### config.mk
export PLATFORM = sky130hd
export DESIGN_NAME = booth_radix4_seq
export DESIGN_NICKNAME = d
export VERILOG_FILES = /design/src/rtl/booth_radix4_seq.sv
export SDC_FILE = /design/constraint.sdc
export NUM_CORES = 1
export LEC_CHECK = 0
export ABC_AREA = 1
export CELL_PAD_IN_SITES_DETAIL_PLACEMENT = 0
export CELL_PAD_IN_SITES_GLOBAL_PLACEMENT = 2
export CORE_MARGIN = 10
export CORE_UTILIZATION = 33
export CTS_CLUSTER_SIZE = 24
export DETAILED_ROUTE_END_ITERATION = 8
export PLACE_DENSITY_LB_ADDON = 0.1
export REMOVE_ABC_BUFFERS = 1
export SYNTH_ARGS = -nofsm -noshare
export SYNTH_HDL_FRONTEND = slang
export SYNTH_SLANG_ARGS = --single-unit
export TNS_END_PERCENT = 20
### constraint.sdc
create_clock -name clk -period 3.7 [get_ports clk]
set_input_delay 0.37 -clock clk [delete_from_list [all_inputs] [get_ports clk]]
set_output_delay 0.37 -clock clk [all_outputs]
set_load 0.03 [all_outputs]
### src/rtl/booth_radix4_seq.sv
// Sequential radix-4 Booth multiplier: one recoded digit per clock, ready/valid on both sides.
// Optional macro BOOTH_UNSIGNED_SEL_EN adds input tc (1 = signed, 0 = unsigned operands).
module booth_radix4_seq #(
    parameter int WIDTH = 8
) (
    input  logic                 clk,
    input  logic                 reset,
`ifdef BOOTH_UNSIGNED_SEL_EN
    input  logic                 tc,
`endif
    input  logic                 in_valid,
    output logic                 in_ready,
    input  logic [WIDTH-1:0]     M,
    input  logic [WIDTH-1:0]     Q,
    output logic                 out_valid,
    input  logic                 out_ready,
    output logic [2*WIDTH-1:0]   Product,
    output logic                 busy
);
    localparam int N  = WIDTH / 2;
    localparam int PW = 2 * WIDTH;
    localparam int CW = $clog2(N + 2);

    generate
        if (WIDTH < 4 || (WIDTH % 2) != 0) begin : g_bad_width
            $error("booth_radix4_seq: WIDTH must be even and >= 4");
        end
    endgenerate

    typedef enum logic [1:0] {IDLE, CALC, DONE} state_t;

    state_t            state_reg;
    logic [PW-1:0]     acc_reg;
    logic [PW-1:0]     m_reg;
    logic [WIDTH+2:0]  q_reg;
    logic [CW-1:0]     cnt_reg;
    logic              signed_reg;

    logic              signed_in;
    logic [PW-1:0]     m_ext;
    logic [WIDTH+2:0]  q_ext;
    logic [PW-1:0]     digit_mult;
    logic [CW-1:0]     last_cnt;

`ifdef BOOTH_UNSIGNED_SEL_EN
    assign signed_in = tc;
`else
    assign signed_in = 1'b1;
`endif

    // q_ext[0] is the implicit bit -1; two extension bits on top feed the extra
    // unsigned digit (they duplicate the sign bit in signed mode and go unused).
    assign m_ext    = {{WIDTH{signed_in & M[WIDTH-1]}}, M};
    assign q_ext    = {{2{signed_in & Q[WIDTH-1]}}, Q, 1'b0};
    assign last_cnt = signed_reg ? CW'(N - 1) : CW'(N);

    // m_reg already carries the 2i shift, so the digit multiple is added directly.
    always_comb begin
        digit_mult = '0;
        case (q_reg[2:0])
            3'b001, 3'b010: digit_mult = m_reg;
            3'b011:         digit_mult = m_reg << 1;
            3'b100:         digit_mult = -(m_reg << 1);
            3'b101, 3'b110: digit_mult = -m_reg;
            default:        digit_mult = '0;
        endcase
    end

    always_ff @(posedge clk or negedge reset) begin
        if (!reset) begin
            state_reg  <= IDLE;
            acc_reg    <= '0;
            m_reg      <= '0;
            q_reg      <= '0;
            cnt_reg    <= '0;
            signed_reg <= 1'b1;
        end else begin
            case (state_reg)
                IDLE: begin
                    if (in_valid) begin
                        m_reg      <= m_ext;
                        q_reg      <= q_ext;
                        acc_reg    <= '0;
                        cnt_reg    <= '0;
                        signed_reg <= signed_in;
                        state_reg  <= CALC;
                    end
                end
                CALC: begin
                    acc_reg <= acc_reg + digit_mult;
                    m_reg   <= m_reg << 2;
                    q_reg   <= q_reg >> 2;
                    cnt_reg <= cnt_reg + 1'b1;
                    if (cnt_reg == last_cnt) begin
                        state_reg <= DONE;
                    end
                end
                DONE: begin
                    if (out_ready) begin
                        state_reg <= IDLE;
                    end
                end
                default: state_reg <= IDLE;
            endcase
        end
    end

    assign in_ready  = (state_reg == IDLE);
    assign out_valid = (state_reg == DONE);
    assign busy      = (state_reg != IDLE);
    assign Product   = acc_reg;

endmodule

==> results.toml <==
[status]
status = "finished, final reports clean"

[critical_path]
criticalPathCategory = "reg -> reg"
cp_data_arrival_time_ns = 3.30
cp_slowest_cell = "dfrtp_1"
crit_required_ns = 3.92
cpPeakStageDelay_ns = 0.42
worst_setup_path_end_kind = "flop"
r2r_cells = 19
crit_chain = "inv_2 -> ha_1 -> nand3_2 -> nor2_1 -> nand3_1 -> xnor2_1 -> inv_1 -> nand2_1 -> o2111ai_1 -> ha_1 -> a21oi_1 -> nor2_1 -> o21ai_0 -> nand3_1 -> a21o_1 -> inv_1 -> nand2_1 -> nand3_1 -> nand2_1"
cp_max_fo = 5
cp-start-kind = "flop"

[grt]
globalRouteOverflowTotal = 0
grt_usage_pct = 13.6
grt_pass1_wl_um = 16200
grt_max_degree = 35
grt_pass1_vias = 3081
antenna_found_initial = 0

[cts]
insertion_delay_ns = 0.32
cts_tree = "done"
clk_path_buf_depth = 2
h-tree-depth = 2
clkSinkCount = 47
cts.repair.resized = 0
cts_buffers = 5
root_buffer = "clkbuf_8"
cts.clk_slew.worst_paths_ns = 0.11

[synthesis]
synth.most_common_cell = "nand2_1"
syn-cell-area_mm2 = 0.00329
synthTopCellsByArea = "dfrtp_1, nand2_1, ha_1, inv_1, o21ai_0"
synth_compound_area_share_pct = 21.5
synth_fa_ha_area_share_pct = 7.45
synth-xor-area-share_pct = 3.46
synth_edf_count = 0
synth_mux_area_share_pct = 0
synth.distinct_cells = 40
synth_seq_cells = 47
synth_largest_area_cell = "dfrtp_1"
avgSynthCellArea_um2 = 7.56
synthFlopType = "dfrtp_1"
synth_top_family_by_area = "simple AND/OR/NAND/NOR gates"
synth_top_area_share_pct = 35.7
seq_area_frac_synth_pct = 35.7
synth_warnings = 0
yosys-top-cells-count = "nand2_1, dfrtp_1, inv_1"
synth-async-reset-ratio_pct = 100
synth_cells = 435
synth-simple-area-share_pct = 24.0

[sta]
min_period_ns = 3.07
rsz0062_at_grt = "no"
worst_slack_ns = 0.626
setup-violations-final = 0
worst_pin_slew_ns = 1.16
fin_crit_sh_pct = 83.1
fin_skew_ns = 0.0112
finalSetupTns_ns = 0
clock.fmax_ghz = 0.325
slew_headroom_pct = 22.5
drv_slew = 0
hold_viol = 0

[worst_hold_path]
min_path_type = "in -> async"

[route]
drtIter0Drc = 227
dr.max_layer_used = "met4"
wire_per_inst_um = 15.5
vias = 3007
viasPerCell = 4.96
wl_met3_um = 400
drtPass1Iterations = 4
drc = 0
wl_met2_um = 4270
final_antenna_net_count = 0
wl_um = 9410
met1_length_um = 4620

[placement]
portBuffers = 38
gp_routability_congestion = 0.829
place_area_mm2 = 0.00381
place_ws_ns = 0.649
dpl.hpwl_um = 6910

[cells_and_area]
stdcell_area_mm2 = 0.00391
fin_nets = 511
post-route-util_pct = 40.2
drive_gt1_share_pct = 7.82
area_growth_pct = 18.9
antennaDiodeCount = 0

[die]
rows = 36
coreArea_mm2 = 0.00973
start_util_pct = 33.8
ioPinCount = 39
fp.dieW_um = 120
die_area_mm2 = 0.0144
die-height_um = 120

[run]
max_cap_violations = 0
[cell usage in the layout (no fill, tap or decap), drive strengths merged, types with 5 or more instances in the layout]
master and instances:
a21o 5, a21oi 26, buf 7, clkbuf 5
clkdlybuf4s50 37, dfrtp 47, ha 18, inv 52
nand2 102, nand3 23, nor2 47, o2111ai 6
o211ai 7, o21ai 33, o221ai 8, o22ai 12
xor2 11
[metrics by stage]
stage / hold WS, ns / std cells
after CTS: 0.495 / 606
after global routing: 0.512 / 606
final: 0.479 / 606
after global placement: 0.293 / 597
after detailed placement: 0.297 / 597
after floorplan: 0.0744 / 420
[repair_timing]
action,4_1_cts,5_1_grt
setup buffers,0,0
endpoints found under the hold margin,13,0
hold buffers,1,0
[routing by layer]
| metal | vias up | GRT usage (%) |
|---|---|---|
| li1 | 1553 | - |
| met4 | 0 | 2.94 |
| met5 | - | 0 |
| met1 | 1396 | 18.9 |
| met2 | 51 | 21.4 |
| met3 | 7 | 2.44 |
[final timing paths]
path | start | to | slack (ns)
max reg2reg | m_reg[0] | Product[15] | 0.63
max in group asynchronous | reset | Product[3] | 2.42
min in group clk | q_reg[9] | q_reg[9] | 0.50
max | m_reg[0] | Product[15] | 0.63
min | reset | q_reg[3] | 0.48
min reg2reg | q_reg[9] | q_reg[9] | 0.50
[critical path, delay by kind of cell, from the launching register on]
kind,cells,cell delay [ns]
AOI/OAI and AO/OA,4,0.73
xor gates and xnor gates,1,0.15
adders and majority gates,2,0.62
buffers and inverters,3,0.27
DFF,1,0.42
and+or+nand+nor,9,0.82
[cell families after synthesis]
logic type,count (synthesis)
buffers and inverters,65
flip-flops,47
XOR/XNOR,13
AO/OA/AOI/OAI,112
adder cells (fa/ha/maj),19
AND/OR/NAND/NOR,179
[area by class of cell]
cell class                      count  area [µm²]
Clock inverter                      3        27.5
Fill cell                        1043        5820
Timing Repair Buffer               45         430
Tap cell                          133         166
Inverter                           50         188
Clock buffer                        5        68.8
Multi-Input combinational cell    323        1860
Sequential cell                    47        1180
Power is not shown: default switching activity piles up to over one toggle a cycle in this logic, so the estimate is an artifact.
==> patch: new RTL, config.mk and constraints unchanged <==
Make the reset (`reset`) synchronous in one clocked block.
--- a/src/rtl/booth_radix4_seq.sv
+++ b/src/rtl/booth_radix4_seq.sv
@@ -68,3 +68,3 @@
 
-    always_ff @(posedge clk or negedge reset) begin
+    always_ff @(posedge clk) begin
         if (!reset) begin
Behaviour: differs if reset is asserted again (counterexample within 4 cycles, from zero or initial values and one cycle with reset low); with reset held inactive, the same outputs for 4 cycles.
==> patch against the unedited design <==
  * Sequential share of layout area fell by 5.9 points
  * Via count rose by 6.6%
  * Global-route usage fell by 0.44 points
  * Setup slack got worse by 120 ps
  * Area after synthesis rose by 0.95%
  * Die area rose by 0.79%
  * Sequential cell count did not move
  * Routed wire length fell by 1.4%
  * First-iteration DRC count fell by 35%
  * Cell area fell by 0.54%
  * Critical path type unchanged
  * Critical endpoint is now Product[15]
Power is left out: it rests on default switching activity, and per cell area and clock period it moved more than threefold.
==> patch: results <==
logic_synthesis:
  synth_ff_type: "dfxtp_1"
  yosysUniqueCellTypes: 47
  seq_area_frac_synth: 0.283
  synthTopCellsByArea: "dfxtp_1 28%, nand2_1 13%, ha_1 6.8%, a21oi_1 6.5%, o21ai_0 4.8%"
  avgSynthCellArea_sq_um: 7.01
  synth.cells.most_frequent: "119 x nand2_1, 47 x dfxtp_1, 43 x a21oi_1"
  ys_warn_count: 0
  async_reset_ff_frac: 0
layout:
  drive_gt1_frac: 0.105
  finalNetCount: 544
  fillCellCount: 1064
  fin_cells: 639
timing:
  slew_headroom: 0.495
  clock_skew_ps: 3.13
detailed_routing:
  drc: 0
  viasPerCell: 5.02
  first_iter_violations: 148
  post_drt_wl_per_cell_um: 14.5
global_route:
  grt_pass1_wl_um: 15800
  use_met1: 0.156
  grt_usage: 0.131
  grt_max_degree: 34
  use_met2: 0.236
  grt_util_met3: 0.0265
  grt_pass1_vias: 3284
place:
  placed_cells: 631
  place_hpwl_um: 7040
  place.gp.congestion: 0.824
  port_buffers: 38
clocking:
  htree_levels: 2
  root_buffer: "clkbuf_8"
  cts_resized: 0
status:
  status: "finished clean"
worst_setup_path:
  crit_start: "m_reg[1]"
  r2r_slack_ps: 510
  ff2ff_path_depth: 17
  cp-endpoint: "Product[15]"
  rr_endpoint: "Product[15]"
hold_path:
  hold_class: "flop to flop"
patch: cells by family after synthesis:
family | share of synthesized area
compound gates | 0.229
xor+xnor | 0.0316
fa+ha+maj | 0.0738
buf+inv | 0.0881
flops | 0.283
simple gates | 0.294
patch: how the worst min path moves through the flow:
stage / to / slack [ps] / depth (start not counted) / start
after floorplan: cnt_reg[0] / 430 / 1 / cnt_reg[0]
after global placement: q_reg[9] / 450 / 2 / q_reg[9]
after detailed placement: cnt_reg[2] / 450 / 2 / cnt_reg[2]
after CTS: q_reg[1] / 470 / 2 / q_reg[3]
after global routing: q_reg[4] / 480 / 2 / q_reg[6]
final: cnt_reg[2] / 470 / 2 / cnt_reg[2]
patch: final cells by class:
| type | instances | area (sq um) | area share |
|---|---|---|---|
| Clock inverter | 3 | 22.5 | 0.00579 |
| Sequential cell | 47 | 941 | 0.242 |
| Timing Repair Buffer | 43 | 418 | 0.107 |
| Tap cell | 133 | 166 | 0.0428 |
| Multi-Input combinational cell | 359 | 2090 | 0.537 |
| Clock buffer | 5 | 68.8 | 0.0177 |
| Inverter | 49 | 186 | 0.0479 |
patch: layer usage:
| metal | vias to the layer above | routed length (um) |
|---|---|---|
| met5 | - | 0 |
| met3 | 10 | 295 |
| met4 | 0 | 97 |
| li1 | 1678 | - |
| met1 | 1481 | 4430 |
| met2 | 36 | 4460 |
patch: per-stage QoR:
| step | util | setup slack (ps) | cell area (sq um) |
|---|---|---|---|
| 2_1_floorplan | - | 983 | 3220 |
| 3_3_place_gp | 0.389 | 544 | 3800 |
| 3_5_place_dp | 0.389 | 532 | 3800 |
| 4_1_cts | 0.398 | 509 | 3890 |
| 5_1_grt | 0.398 | 193 | 3890 |
| 6_report | 0.398 | 506 | 3890 |
patch: critical path, stage by stage (launching register included):
cell and delay, ps:
dfxtp_1 370, inv_1 110, ha_1 230, nand3_4 120, nor3_2 260, nand3_1 130
xnor2_1 150, inv_1 70, nand2_1 60, o2111ai_1 140, ha_1 410, inv_1 100
nor3_1 270, nor3b_1 240, a21o_2 190, nand3_1 100, nand3_2 80, a21oi_2 50
